<file path="config.mk">
export PLATFORM = sky130hd
export DESIGN_NAME = shift_add_mult_flat
export DESIGN_NICKNAME = d
export VERILOG_FILES = /design/src/rtl/rsa_pkg.sv /design/src/rtl/shift_add_mult_if.sv /design/src/rtl/shift_add_mult.sv /design/src/flat_wrapper.sv
export SDC_FILE = /design/constraint.sdc
export NUM_CORES = 1
export LEC_CHECK = 0
export BUFFER_PORTS_ARGS = -buffer_cell sky130_fd_sc_hd__buf_2
export CORE_MARGIN = 2
export CORE_UTILIZATION = 45
export DETAILED_ROUTE_END_ITERATION = 8
export GPL_TIMING_DRIVEN = 0
export PLACE_DENSITY = 0.66
export SLEW_MARGIN = 20
export SYNTH_ARGS = -nofsm -noshare
export SYNTH_HDL_FRONTEND = slang
export SYNTH_SLANG_ARGS = --single-unit
</file>
<file path="constraint.sdc">
create_clock -name clk -period 3.6 [get_ports clk]
set_input_delay 0.18 -clock clk [delete_from_list [all_inputs] [get_ports clk]]
set_output_delay 0.18 -clock clk [all_outputs]
set_load 0.05 [all_outputs]
</file>
<file path="src/rtl/rsa_pkg.sv">
// rtl/rsa_pkg.sv - shared types and widths for the RSA key-generation blocks
package rsa_pkg;

  // Operand width used by the n/phi generators when they instantiate the multiplier
  localparam int RSA_WIDTH = 32;

  // Multiplier responder states
  typedef enum logic [1:0] {
    IDLE = 2'd0,
    CALC = 2'd1,
    DONE = 2'd2
  } mult_state_t;

endpackage

</file>
<file path="src/rtl/shift_add_mult_if.sv">
// rtl/shift_add_mult_if.sv - ready/done multiply handshake between initiator and multiplier
interface shift_add_mult_if
  import rsa_pkg::*;
#(
  parameter int WIDTH = RSA_WIDTH
);

  logic             mult_ready;
  logic [WIDTH-1:0] in1;
  logic [WIDTH-1:0] in2;
  logic [WIDTH-1:0] out;
  logic [WIDTH-1:0] out_hi;
  logic             overflow;
  logic             mult_done;

  // Initiator side (n, phi generators, benches)
  modport master (
    output mult_ready, in1, in2,
    input  out, out_hi, overflow, mult_done
  );

  // Responder side (the multiplier)
  modport slave (
    input  mult_ready, in1, in2,
    output out, out_hi, overflow, mult_done
  );

endinterface

</file>
<file path="src/rtl/shift_add_mult.sv">
// rtl/shift_add_mult.sv - fixed-latency shift-and-add multiplier, one multiplier bit per cycle
module shift_add_mult
  import rsa_pkg::*;
#(
  parameter int WIDTH = RSA_WIDTH
) (
  input  logic                   clk,
  input  logic                   reset_n,
  shift_add_mult_if.slave        bus
);

  localparam int              CW   = $clog2(WIDTH) + 1;
  localparam logic [CW-1:0]   LAST = CW'(WIDTH - 1);

  mult_state_t        state_q, state_d;
  logic [2*WIDTH-1:0] a_q, a_d;
  logic [WIDTH-1:0]   b_q, b_d;
  logic [2*WIDTH-1:0] acc_q, acc_d;
  logic [CW-1:0]      cnt_q, cnt_d;
  logic [WIDTH-1:0]   out_q, out_d;
  logic [WIDTH-1:0]   out_hi_q, out_hi_d;
  logic               overflow_q, overflow_d;
  logic               mult_done_q, mult_done_d;
  logic [2*WIDTH-1:0] acc_next;

  // State register; asynchronous reset discards any computation in flight
  always_ff @(posedge clk or negedge reset_n) begin
    if (!reset_n) begin
      state_q <= IDLE;
    end else begin
      state_q <= state_d;
    end
  end

  // Next-state and next-datapath values; the final partial product is folded
  // straight into the result registers so done appears exactly WIDTH edges after the request
  always_comb begin
    state_d     = state_q;
    a_d         = a_q;
    b_d         = b_q;
    acc_d       = acc_q;
    cnt_d       = cnt_q;
    out_d       = out_q;
    out_hi_d    = out_hi_q;
    overflow_d  = overflow_q;
    mult_done_d = mult_done_q;
    acc_next    = b_q[0] ? (acc_q + a_q) : acc_q;

    unique case (state_q)
      IDLE: begin
        if (bus.mult_ready) begin
          a_d     = {{WIDTH{1'b0}}, bus.in1};
          b_d     = bus.in2;
          acc_d   = '0;
          cnt_d   = '0;
          state_d = CALC;
        end
      end
      CALC: begin
        // A withdrawn request wins even on the last iteration
        if (!bus.mult_ready) begin
          state_d = IDLE;
        end else begin
          acc_d = acc_next;
          a_d   = a_q << 1;
          b_d   = b_q >> 1;
          cnt_d = cnt_q + 1'b1;
          if (cnt_q == LAST) begin
            out_d       = acc_next[WIDTH-1:0];
            out_hi_d    = acc_next[2*WIDTH-1:WIDTH];
            overflow_d  = |acc_next[2*WIDTH-1:WIDTH];
            mult_done_d = 1'b1;
            state_d     = DONE;
          end
        end
      end
      DONE: begin
        // Four-phase release: hold the result until the initiator drops its request
        if (!bus.mult_ready) begin
          mult_done_d = 1'b0;
          state_d     = IDLE;
        end
      end
      default: begin
        state_d = IDLE;
      end
    endcase
  end

  // Operand, accumulator, counter and result registers
  always_ff @(posedge clk or negedge reset_n) begin
    if (!reset_n) begin
      a_q         <= '0;
      b_q         <= '0;
      acc_q       <= '0;
      cnt_q       <= '0;
      out_q       <= '0;
      out_hi_q    <= '0;
      overflow_q  <= 1'b0;
      mult_done_q <= 1'b0;
    end else begin
      a_q         <= a_d;
      b_q         <= b_d;
      acc_q       <= acc_d;
      cnt_q       <= cnt_d;
      out_q       <= out_d;
      out_hi_q    <= out_hi_d;
      overflow_q  <= overflow_d;
      mult_done_q <= mult_done_d;
    end
  end

  assign bus.out       = out_q;
  assign bus.out_hi    = out_hi_q;
  assign bus.overflow  = overflow_q;
  assign bus.mult_done = mult_done_q;

endmodule

</file>
<file path="src/flat_wrapper.sv">
// flat-port wrapper written by rule: the top's interface ports become plain ports
module shift_add_mult_flat import rsa_pkg::*;
#(
  parameter int WIDTH = RSA_WIDTH
)
  (clk, reset_n, bus_mult_ready, bus_in1, bus_in2, bus_out, bus_out_hi, bus_overflow, bus_mult_done);
  shift_add_mult_if #(.WIDTH(WIDTH)) bus_i ();
  input  logic clk;
  input  logic reset_n;
  input wire logic [$bits(bus_i.mult_ready)-1:0] bus_mult_ready;
  input wire logic [$bits(bus_i.in1)-1:0] bus_in1;
  input wire logic [$bits(bus_i.in2)-1:0] bus_in2;
  output wire logic [$bits(bus_i.out)-1:0] bus_out;
  output wire logic [$bits(bus_i.out_hi)-1:0] bus_out_hi;
  output wire logic [$bits(bus_i.overflow)-1:0] bus_overflow;
  output wire logic [$bits(bus_i.mult_done)-1:0] bus_mult_done;
  assign bus_i.mult_ready = bus_mult_ready;
  assign bus_i.in1 = bus_in1;
  assign bus_i.in2 = bus_in2;
  assign bus_out = bus_i.out;
  assign bus_out_hi = bus_i.out_hi;
  assign bus_overflow = bus_i.overflow;
  assign bus_mult_done = bus_i.mult_done;
  shift_add_mult #(.WIDTH(WIDTH)) u_core (.clk(clk), .reset_n(reset_n), .bus(bus_i));
endmodule
</file>
==> impl_metrics.csv <==
group,metric,value,unit
synthesis,netlist_area,14900,sq um
grt,grt_pass1_wl,80900,microns
synthesis,ys_ff_latch,234,
synthesis,yosysWarnings,0,
critical_path,end_kind,"flop",
outcome,violations,"setup timing",
placement,hpwl,38300,microns
placement,dp_worst_setup_slack,-0.572,ns
cts,root_buffer,"clkbuf_16",
finish,area_growth,21.9,%
detailed_routing,post_drt_via_cell_ratio,5.89,
power_and_ir_drop,p_seq_frac,0.312,
cts,cts_tree,"built",
detailed_routing,routedWlPerCell,21.2,microns
power_and_ir_drop,power_switching,4.11,mW
sta,slew_headroom,0.299,
finish,final_cells,2449,
sta,setup_viol,3,
critical_path,path_max_fanout,5,
sta,rsz0062_at_grt,"yes",
floorplanning,die_area,34500,sq um
power_and_ir_drop,internal_power,5.99,mW
detailed_routing,drc,0,
floorplanning,die_w,186,microns
critical_path,critPathMaxStageDelay,0.45,ns
power_and_ir_drop,swShare,0.407,
finish,final_common_cell,"nand2_1",
grt,grt-ovfl-total,0,
detailed_routing,drt_wl_total,52000,microns
sta,fin_crit_sh,1.04,
synthesis,synth_edf_count,0,
critical_path,path_cells,"ha_2 -> inv_2 -> fa_2 -> nand2b_4 -> a2111oi_4 -> o21ai_2 -> a211oi_2 -> nor4_4 -> o21ai_0 -> a21boi_0 -> a31oi_1 -> nand4_1 -> nor4_4 -> nor2_1",
floorplanning,core_region_area,32500,sq um
grt,grt_util_met2,0.501,
outcome,status,"finished with violations",
critical_path,cp_num_buf_inv,1,
power_and_ir_drop,p_comb_frac,0.436,
detailed_routing,drt_iter0_drc,1191,
floorplanning,ios,133,
critical_path,path_common_cell,"nor4_4",
critical_path,cp.arrival,4.19,ns
synthesis,netlist_instances,1755,
cts,numClockSinks,234,
floorplanning,rows,66,
synthesis,ys_async_sr_fraction,1.00,
placement,placedCellCount,2331,
finish,fin_nets,2123,
sta,skew,0.0229,ns
sta,tightest_slew,1.05,ns
detailed_routing,first_pass_iters,5,
grt,grt-busiest-layer,"met2",
finish,diodes,0,
synthesis,ys.flop_type,"dfrtp_1",
critical_path,start_kind,"flop",
power_and_ir_drop,power_density,557,nW/um^2
floorplanning,die_height,186,microns
sta,slew_violations,0,
critical_path,critPathTopFamily,"compound AO/OA/AOI/OAI gates",
detailed_routing,num_vias,14421,
finish,drive_above_1_share,0.161,
synthesis,yosysSeqAreaShare,0.394,
sta,fmax,266,MHz
grt,grt_pass1_vias,14171,
finish,final_cell_mix,"nand2_1 (307), dfrtp_1 (233), a21oi_1 (154), buf_2 (148), o21ai_0 (145)",
power_and_ir_drop,p_leak,8.47,nW
critical_path,critPathKind,"flop to flop",
synthesis,syn_nets,1887,
cts,numCtsBuffers,26,
cts,clk-insertion-delay-late,0.57,ns
synthesis,syn_area_per_cell,8.47,sq um
grt,antenna_found_initial,2,
placement,finalWeightedCongestion,0.963,
sta,hold_ws,0.125,ns
run,drv_cap,0,
synthesis,synth.distinct_cells,91,
cts,cts_buffer_depth,3,
grt,track_usage,0.302,
placement,numPortBuffers,132,
grt,global_route.usage.met3,0.0382,
sta,finalHoldViolations,0,
critical_path,crit_slowest_cell,"a2111oi_4",
cts,cts_max_level,1,
sta,fin_ws,-0.153,ns
cts,clkTransAtPathRegs,0.06,ns
grt,grtUsageMet1,0.413,
floorplanning,initial_core_util,0.457,
critical_path,crit_required,4.04,ns
hold_path,worstHoldPathType,"primary input to async pin",
grt,grt_max_degree,98,
sta,layout_min_cycle_time,3.75,ns
power_and_ir_drop,clkPwrFrac,0.253,
power_and_ir_drop,ir_drop,0.396,mV
detailed_routing,drtAntennaViolNets,0,
[worst paths after layout]
| check | startpoint | end | slack [ns] | cells after the start |
|---|---|---|---|---|
| worst max-delay path | u_core.a_q[0]$_DFFE_PN0P_ | u_core.bus.overflow$_DFFE_PN0P_ | -0.15 | 14 |
| worst min-delay path | reset_n | u_core.bus.out_hi[9]$_DFFE_PN0P_ | 0.13 | 2 |
| worst max register to register | u_core.a_q[0]$_DFFE_PN0P_ | u_core.bus.overflow$_DFFE_PN0P_ | -0.15 | 14 |
| worst min register to register | u_core.bus.out[8]$_DFFE_PN0P_ | u_core.bus.out[8]$_DFFE_PN0P_ | 0.46 | 2 |
| max in group asynchronous | reset_n | u_core.acc_q[13]$_DFFE_PN0P_ | 2.17 | 4 |
| min in group clk | bus_in2[25] | u_core.b_q[25]$_DFFE_PN0P_ | 0.44 | 4 |
[routing by layer]
metal  vias up  share of wire
li1       6728              -
met1      7050           0.43
met4         0          0.035
met3        99          0.067
met5         -              0
met2       544           0.46
[cell families after synthesis]
logic type,after synthesis,synth area share
compound gates,497,0.205
xor+xnor,43,0.0253
fa+ha+maj,65,0.0552
buf+inv,149,0.0442
flops,234,0.394
mux,116,0.0792
simple gates,651,0.197
[repair_timing]
action | in CTS | in global routing
setup buffers | 0 | 8
hold buffers | 66 | 0
endpoints found under the setup margin | 23 | 27
hold endpoints to repair | 123 | 0
pin swaps | 1 | 22
gates resized for setup | 20 | 90
[final cells by class]
type / instances / area (sq um)
repair buffers: 208 / 1460
fillers: 3075 / 14400
clock inverters: 7 / 71.3
plain buffers: 117 / 557
flip-flops and latches: 234 / 5860
multi-input cells: 1372 / 8780
well taps: 442 / 553
inverters: 32 / 120
clock buffers: 37 / 732
[registers in the layout, summed over array words and instances (netlist names)]
register and cells:
u_core.state_q 2, u_core.bus.out_hi 32, u_core.b_q 32, u_core.bus.mult_done 1
u_core.cnt_q 6, u_core.bus.overflow 1, u_core.acc_q 64, u_core.a_q 64
u_core.bus.out 32
[synth_stat cells (10+ instances only)]
cell type	n	share of area
nand2_1	308	0.078
a21oi_1	169	0.057
clkbuf_1	76	0.019
nand2b_1	14	0.0059
o21a_1	15	0.0076
nor2_1	138	0.035
o22ai_1	14	0.0059
buf_2	19	0.0064
o21ai_0	157	0.053
nor3_1	25	0.0084
nand4_1	42	0.018
xnor2_1	24	0.014
a21o_1	21	0.011
ha_1	64	0.054
nand3_1	54	0.018
dfrtp_1	234	0.39
buf_1	11	0.0028
mux2i_1	106	0.071
xor2_1	19	0.011
a22o_1	12	0.0071
a211oi_1	10	0.0050
inv_1	32	0.0081
[stage by stage]
step	power [mW]	util	setup TNS, ns	area (sq um)
2_1_floorplan	5.97	-	0	14900
5_1_grt	10.7	0.557	-0.463	18100
4_1_cts	9.75	0.544	-0.331	17700
3_3_place_gp	6.99	0.494	-441.38	16100
6_report	10.1	0.557	-0.169	18100
3_5_place_dp	7.07	0.496	-3.80	16200
[power by group through the flow]
stage | sequential [mW] | clock, mW | combinational (mW)
final | 3.15 | 2.55 | 4.40
after CTS | 3.13 | 2.58 | 4.03
after global routing | 3.18 | 2.68 | 4.81
after floorplan | 3.11 | 0 | 2.86
after global placement | 3.17 | 0 | 3.82
after detailed placement | 3.18 | 0 | 3.89
No activity file was read; power rests on OpenSTA's default activity.
